File: config.mk
export PLATFORM = sky130hd
export DESIGN_NAME = median_sort_unit
export DESIGN_NICKNAME = d
export VERILOG_FILES = /design/src/rtl/median_sort_unit_pkg.sv /design/src/rtl/sort_cmp_exchange.sv /design/src/rtl/median_sort_unit.sv
export SDC_FILE = /design/constraint.sdc
export NUM_CORES = 1
export LEC_CHECK = 0
export CORE_MARGIN = 5
export CORE_UTILIZATION = 55
export DETAILED_ROUTE_END_ITERATION = 8
export MAX_ROUTING_LAYER = met4
export PLACE_DENSITY = 0.86
export SYNTH_ARGS = -nofsm -noshare
export SYNTH_HDL_FRONTEND = slang
export SYNTH_HIERARCHICAL = 1
export SYNTH_SLANG_ARGS = --single-unit
File: constraint.sdc
create_clock -name CLK -period 9.4 [get_ports CLK]
set_input_delay 0.94 -clock CLK [delete_from_list [all_inputs] [get_ports CLK]]
set_output_delay 0.94 -clock CLK [all_outputs]
set_load 0.01 [all_outputs]
File: src/rtl/median_sort_unit_pkg.sv
// rtl/median_sort_unit_pkg.sv - shared width default, state encodings and FSM type for the sorter
// Optional build macro: SORT_EARLY_EXIT_EN (define to stop after two consecutive swap-free phases).
`ifndef BITWIDTH
`define BITWIDTH 8
`endif

package median_sort_unit_pkg;

  localparam logic [1:0] SORT_IDLE = 2'd0;
  localparam logic [1:0] SORT_RUN  = 2'd1;
  localparam logic [1:0] SORT_DONE = 2'd2;

  typedef enum logic [1:0] {
    ST_IDLE = SORT_IDLE,
    ST_SORT = SORT_RUN,
    ST_DONE = SORT_DONE
  } state_e;

endpackage

File: src/rtl/sort_cmp_exchange.sv
// rtl/sort_cmp_exchange.sv - combinational compare-exchange cell; lo/hi are the lower/higher index outputs
module sort_cmp_exchange #(
  parameter int W = 8
) (
  input  logic [W-1:0] a,
  input  logic [W-1:0] b,
  input  logic         desc,
  output logic [W-1:0] lo,
  output logic [W-1:0] hi,
  output logic         swapped
);

  // Equal values never swap, which keeps the network stable.
  assign swapped = desc ? (a < b) : (a > b);
  assign lo      = swapped ? b : a;
  assign hi      = swapped ? a : b;

endmodule

File: src/rtl/median_sort_unit.sv
// rtl/median_sort_unit.sv - N-element odd-even transposition sorter, one phase per clock, with median tap
// Optional build macro: SORT_EARLY_EXIT_EN (early exit after two consecutive swap-free phases).
module median_sort_unit #(
  parameter int N = 9,
  parameter int W = `BITWIDTH
) (
  input  logic           CLK,
  input  logic           RST,
  input  logic           start_i,
  input  logic           desc_i,
  input  logic [N*W-1:0] in_data_i,
  output logic [N*W-1:0] out_data_o,
  output logic [W-1:0]   median_o,
  output logic           busy_o,
  output logic           valid_o
);
  import median_sort_unit_pkg::*;

  localparam int              PW         = $clog2(N);
  localparam int              NP         = N / 2;
  localparam logic [PW-1:0]   LAST_PHASE = PW'(N - 1);

  state_e          state_q, state_d;
  logic [PW-1:0]   phase_q, phase_d;
  logic            desc_q, desc_d;
  logic [W-1:0]    elem_q [N];
  logic [W-1:0]    elem_d [N];

  logic [W-1:0]    cell_a  [NP];
  logic [W-1:0]    cell_b  [NP];
  logic [W-1:0]    cell_lo [NP];
  logic [W-1:0]    cell_hi [NP];
  logic [NP-1:0]   cell_sw;
  logic [W-1:0]    even_net [N];
  logic [W-1:0]    odd_net  [N];

  // Each cell serves pair (2i,2i+1) on even phases and (2i+1,2i+2) on odd phases.
  for (genvar i = 0; i < NP; i++) begin : g_cell
    assign cell_a[i]       = phase_q[0] ? elem_q[2*i+1] : elem_q[2*i];
    assign even_net[2*i]   = cell_lo[i];
    assign even_net[2*i+1] = cell_hi[i];
    if (2*i+2 < N) begin : g_full
      assign cell_b[i]        = phase_q[0] ? elem_q[2*i+2] : elem_q[2*i+1];
      assign odd_net[2*i+1]   = cell_lo[i];
      assign odd_net[2*i+2]   = cell_hi[i];
    end else begin : g_tail
      assign cell_b[i]        = elem_q[2*i+1];
      assign odd_net[2*i+1]   = elem_q[2*i+1];
    end
    sort_cmp_exchange #(.W(W)) u_cmp (
      .a       (cell_a[i]),
      .b       (cell_b[i]),
      .desc    (desc_q),
      .lo      (cell_lo[i]),
      .hi      (cell_hi[i]),
      .swapped (cell_sw[i])
    );
  end

  assign odd_net[0] = elem_q[0];
  if (N % 2 == 1) begin : g_even_tail
    assign even_net[N-1] = elem_q[N-1];
  end

`ifdef SORT_EARLY_EXIT_EN
  logic noswap_q, noswap_d;
  logic any_swap;
  assign any_swap = |cell_sw;
`else
  logic [NP-1:0] unused_sw;
  assign unused_sw = cell_sw;
`endif

  always_comb begin
    state_d = state_q;
    phase_d = phase_q;
    desc_d  = desc_q;
    elem_d  = elem_q;
`ifdef SORT_EARLY_EXIT_EN
    noswap_d = noswap_q;
`endif
    case (state_q)
      ST_SORT: begin
        for (int k = 0; k < N; k++) begin
          elem_d[k] = phase_q[0] ? odd_net[k] : even_net[k];
        end
        if (phase_q == LAST_PHASE) begin
          state_d = ST_DONE;
        end else begin
          phase_d = phase_q + PW'(1);
        end
`ifdef SORT_EARLY_EXIT_EN
        noswap_d = ~any_swap;
        if (noswap_q && !any_swap) state_d = ST_DONE;
`endif
      end
      default: begin
        if (start_i) begin
          for (int k = 0; k < N; k++) begin
            elem_d[k] = in_data_i[k*W +: W];
          end
          desc_d  = desc_i;
          phase_d = '0;
          state_d = ST_SORT;
`ifdef SORT_EARLY_EXIT_EN
          noswap_d = 1'b0;
`endif
        end else if (state_q == ST_DONE) begin
          state_d = ST_IDLE;
        end
      end
    endcase
  end

  always_ff @(posedge CLK or negedge RST) begin
    if (!RST) begin
      state_q <= ST_IDLE;
      phase_q <= '0;
      desc_q  <= 1'b0;
      for (int k = 0; k < N; k++) elem_q[k] <= '0;
`ifdef SORT_EARLY_EXIT_EN
      noswap_q <= 1'b0;
`endif
    end else begin
      state_q <= state_d;
      phase_q <= phase_d;
      desc_q  <= desc_d;
      elem_q  <= elem_d;
`ifdef SORT_EARLY_EXIT_EN
      noswap_q <= noswap_d;
`endif
    end
  end

  always_comb begin
    out_data_o = '0;
    for (int k = 0; k < N; k++) begin
      out_data_o[k*W +: W] = elem_q[k];
    end
  end

  assign median_o = elem_q[(N-1)/2];
  assign busy_o   = (state_q == ST_SORT);
  assign valid_o  = (state_q == ST_DONE);

endmodule

Word-level counts from Yosys, hierarchy flattened:

Index checks and enable logic that the tools add are counted.

* output and inout bits: 82
* bits in latches: 0
* input bits: 76
* memories: 0
* memory bits (writable): 0
* register bits after elaboration: 79
* memory bits (read-only): 0
* word-level logic and storage cells: 74

* shift operators: 0
* equality and inequality tests: 7
* bitwise operators: 1
* reduce and logical (&&, ||, !) cells: 7
* mux-type cells: 38
* add/sub/neg operators: 1
* multipliers: 0
* $lt $le $gt $ge: 8
* divide/modulo/power cells: 0

Operators by type and width (count)
* 2-to-1 mux 8 bit: 25
* 2-to-1 mux 72 bit: 2
* greater-than comparator 8 bit: 4
* < comparator 8 bit: 4
* 2-to-1 mux 4 bit: 3
* AND reduction 2 bit: 5
* 2-to-1 mux 2 bit: 4
* adder 4 x 1 -> 4 bit (second input constant): 1
* equality test 4 bit (second input constant): 1
* 2-to-1 mux 1 bit: 4
* inequality test 2 x 1 -> 1 bit (second input constant): 2
* inequality test 2 bit (second input constant): 2
* nonzero test 3 bit: 1
* equality test 2 x 1 -> 1 bit (second input constant): 1
* equality test 2 bit (second input constant): 1
* nonzero test 2 bit: 1
* NOT 1 bit: 1

Depth between registers and ports, before layout:

* word-level depth: 6
* mapped depth: 15
* gate-level depth less buffers: 10

Hierarchy:

The synthesis kept the hierarchy.

Modules (own cells, without submodules)
* median_sort_unit: area an instance 5293.8 µm², cells an instance 481, instances 1, seq. area each 1976.9 µm²
* sort_cmp_exchange: area an instance 473.0 µm², cells an instance 50, instances 4, seq. area each 0.0 µm²

Least setup slack after synthesis:

OpenSTA, ideal clock, no wires.

* path type: register -> register
* from: register phase_q[0]
* to: register elem_q, in the netlist out_data_o[64]
* period minus slack after synthesis: 3.198 ns
* setup time: 0.118 ns
* arrival: 3.080 ns
* slack: 6.202 ns
* buffers on the path: 5
* cell stages (with the launch flop): 15
* required time: 9.282 ns
* path through: dfrtp_1 > buf_4 > buf_4 > buf_2 > mux2_2 > ha_1 > nor2b_1 > o211ai_1 > a211oi_1 > a211o_1 > buf_6 > buf_12 > mux2_4 > a32o_1 > a21o_1

RTL lines
* start, declared: RTL line median_sort_unit.sv:24 `logic [PW-1:0] phase_q, phase_d;`
* start signal, assigned: RTL line median_sort_unit.sv:126 `phase_q <= phase_d;`
* end signal, assigned: RTL line median_sort_unit.sv:128 `elem_q <= elem_d;`
* end, declared: RTL line median_sort_unit.sv:26 `logic [W-1:0] elem_q [N];`

==> qor.csv <==
stage;metric;value;unit
routing;detail_route.wirelength;19700;µm
placed_design;hpwlAfterDp;14500;µm
clocking;clock_transition_at_the_registers_of_the_reported_paths;60;ps
worst_hold_path;min_path_type;flip-flop to flip-flop;
sta;post_route_clock_skew;6.11;ps
grt;vias_in_the_first_global_route;5916;
job;max-cap-violations;0;
worst_setup_path;criticalPathCategory;flip-flop to flip-flop;
routing;postRouteAntennaNets;0;
placed_design;routabilityCongestion;0.912;
sta;rsz_0062_raised_after_global_routing;false;
synthesis;ys_ff_latch;79;
worst_setup_path;critPathMaxFanout;71;
grt;global_route_wire_length_before_repair;31600;µm
finish;multi_input_area;4620;µm²
sta;timing.final.setup_violations;0;
grt;number_of_antenna_violations_at_the_first_check_in_global_routing;0;
clocking;clock_tree.htree_level_count;3;
floorplan;die_height;124;µm
synthesis;synthesis.instances;681;
worst_setup_path;crit_required;9580;ps
finish;antenna_cells;0;
sta;worst_slew_pin_tran;1080;ps
synthesis;synth.cell_area;7190;µm²
floorplan;start_util;0.565;
sta;timing.final.hold_violations;0;
clocking;cts_tree;yes;
clocking;cts_setup_buffers;0;
routing;detailedRoute.firstPassIterationCount;5;
synthesis;synth_cell_types;40;
grt;grt_max_degree;98;
placed_design;portBuffers;157;
synthesis;post-synth-top-area-fraction;0.275;
sta;period_share;0.510;
sta;finalCriticalPeriod;4800;ps
routing;drc_errors;0;
routing;drt-vias-per-instance;6.01;
floorplan;row_count;41;
grt;grt.total_usage;0.255;
run_status;run_status;finished, final reports clean;
worst_setup_path;start_kind;flip-flop;
finish;footprint_of_the_flip_flops_and_latches;1980;µm²
clocking;cts_inserted_buffers;9;
sta;final.setup.tns;0;ps
worst_setup_path;timing.critical_path.arrival;4970;ps
floorplan;top_level_ports;158;
clocking;insertion_delay;340;ps
grt;grt-ovfl-total;0;
synthesis;yosysSeqAreaShare;0.275;
floorplan;core_area;12700;µm²
routing;detailroute.via_count;5807;
routing;drt_first_iter_violations;484;
clocking;cts_root_buffer;sky130_fd_sc_hd__clkbuf_16;
floorplan;design.die.area;15500;µm²
clocking;max-clock-path-buffers;2;
sta;max_freq;209;MHz
finish;area.growth.synth_to_final;22.5;%
sta;maxSlewHeadroom;0.277;
synthesis;synth_area_leader_cell;sky130_fd_sc_hd__dfrtp_1;
finish;final_stage_net_count;901;
synthesis;syn_avg_cell_area;10.6;µm²
clocking;cts-hold-fix-buffers;0;
clocking;numClockSinks;79;
finish;layout_cells_sized_above_1;0.220;
clocking;cts_resized;0;
worst_setup_path;end_kind;flip-flop;
routing;routed_wirelength_normalized_by_instance_count;20.4;µm
synthesis;synth.yosys.warnings;6;
synthesis;synth_fp_nets;791;
floorplan;die_width;124;µm
sta;maxSlewViolCount;0;
synthesis;synth_top_cells_by_area;sky130_fd_sc_hd__dfrtp_1 28%, sky130_fd_sc_hd__mux2_2 14%, sky130_fd_sc_hd__mux2i_1 8.2%;
finish;fillerInstances;975;
==> placed cells by master, fill, tap and decap left out, drive strengths merged <==
cell,netlist,routed
a21o,20,20
nand2b,5,5
mux2i,59,59
clkinv,0,1
mux2,129,129
o211ai,4,4
a211o,5,5
clkbuf,13,13
nor2b,62,62
ha,34,34
nor3,5,5
inv,35,35
o21bai,2,2
o22a,1,1
and3b,1,1
o21a,4,4
nand3b,1,1
nor3b,1,1
nor2,5,5
nand2,5,5
a21oi,69,69
nand4,8,8
a32o,18,18
nand3,1,1
buf,48,5
dfrtp,79,79
o21ba,1,1
and3,1,1
clkdlybuf4s50,0,155
and2,5,5
a211oi,60,60
==> registers in the layout, summed over array words and instances, names as in the netlist <==
register / cells
desc_q: 1
median_o: 8
out_data_o: 64
phase_q: 4
state_q: 2
==> per-layer routing <==
| layer | global-route usage | routed length [µm] | share of wire | vias up |
|---|---|---|---|---|
| met4 | 0.0870 | 471 | 0.024 | 0 |
| met2 | 0.411 | 9500 | 0.48 | 191 |
| met3 | 0.0437 | 1010 | 0.051 | 41 |
| li1 | - | - | - | 2755 |
| met1 | 0.325 | 8760 | 0.44 | 2820 |
| met5 | - | 0 | 0 | - |
==> layout make-up <==
cell class | instances | area share
clock buffer | 13 | 0.0296
clock inverter | 1 | 0.000569
inverter | 35 | 0.0152
tap | 172 | 0.0244
timing repair buffer | 160 | 0.181
sequential | 79 | 0.225
multi-input combinational | 506 | 0.525
==> cells by family (layout without fill, tap and decap cells) <==
kind of cell / Yosys count / count (layout) / synth area share
compound gates: 184 / 184 / 0.194
mux: 188 / 188 / 0.304
buf+inv: 96 / 209 / 0.0822
simple gates: 100 / 100 / 0.0862
flops: 79 / 79 / 0.275
fa+ha+maj: 34 / 34 / 0.0592
==> per-stage QoR <==
step	util	hold slack, ps	cells	setup WS (ps)	instance area (µm²)
after detailed placement	0.671	499	952	4710	8540
final	0.692	517	966	4600	8800
after global placement	0.671	500	952	4920	8540
after floorplan	-	497	681	6200	7190
after CTS	0.692	516	966	4670	8800
after global routing	0.692	539	966	4400	8800
==> synth_stat cells, drive strengths merged <==
master and n:
nand4 8, o21a 4, dfrtp 79, mux2i 59, nand3b 1, a211o 5, buf 48, and3b 1
clkbuf 13, and2 5, and3 1, a32o 18, nor3b 1, nor2 5, nor3 5, nor2b 62
ha 34, o21bai 2, mux2 129, a211oi 60, nand2b 5, nand2 5, o21ba 1, inv 35
nand3 1, o211ai 4, a21o 20, o22a 1, a21oi 69
==> critical path, cell delays in order, from the launching register on <==
cell,delay (ps)
sky130_fd_sc_hd__dfrtp_4,920
sky130_fd_sc_hd__buf_4,910
sky130_fd_sc_hd__mux2_2,450
sky130_fd_sc_hd__ha_1,350
sky130_fd_sc_hd__nand4_1,210
sky130_fd_sc_hd__nand2b_1,210
sky130_fd_sc_hd__a211oi_1,230
sky130_fd_sc_hd__a211o_1,650
sky130_fd_sc_hd__mux2_2,430
sky130_fd_sc_hd__mux2i_1,170
sky130_fd_sc_hd__a21oi_1,90
==> path summary, 6_finish.rpt <==
| kind | slack (ps) | depth (start not counted) | startpoint | end |
|---|---|---|---|---|
| min in group asynchronous | 750 | 1 | RST | out_data_o[64]$_DFFE_PN0P_ |
| min | 520 | 1 | out_data_o[6]$_DFFE_PN0P_ | out_data_o[6]$_DFFE_PN0P_ |
| max | 4600 | 10 | phase_q[0]$_DFFE_PN0P_ | out_data_o[43]$_DFFE_PN0P_ |
| max reg2reg | 4600 | 10 | phase_q[0]$_DFFE_PN0P_ | out_data_o[43]$_DFFE_PN0P_ |
| min reg2reg | 520 | 1 | out_data_o[6]$_DFFE_PN0P_ | out_data_o[6]$_DFFE_PN0P_ |
| max in group asynchronous | 7830 | 1 | RST | phase_q[0]$_DFFE_PN0P_ |
Power is left out: the tool's default activity adds up to more than one toggle a clock period on the data nets, which glitch-free logic cannot reach.
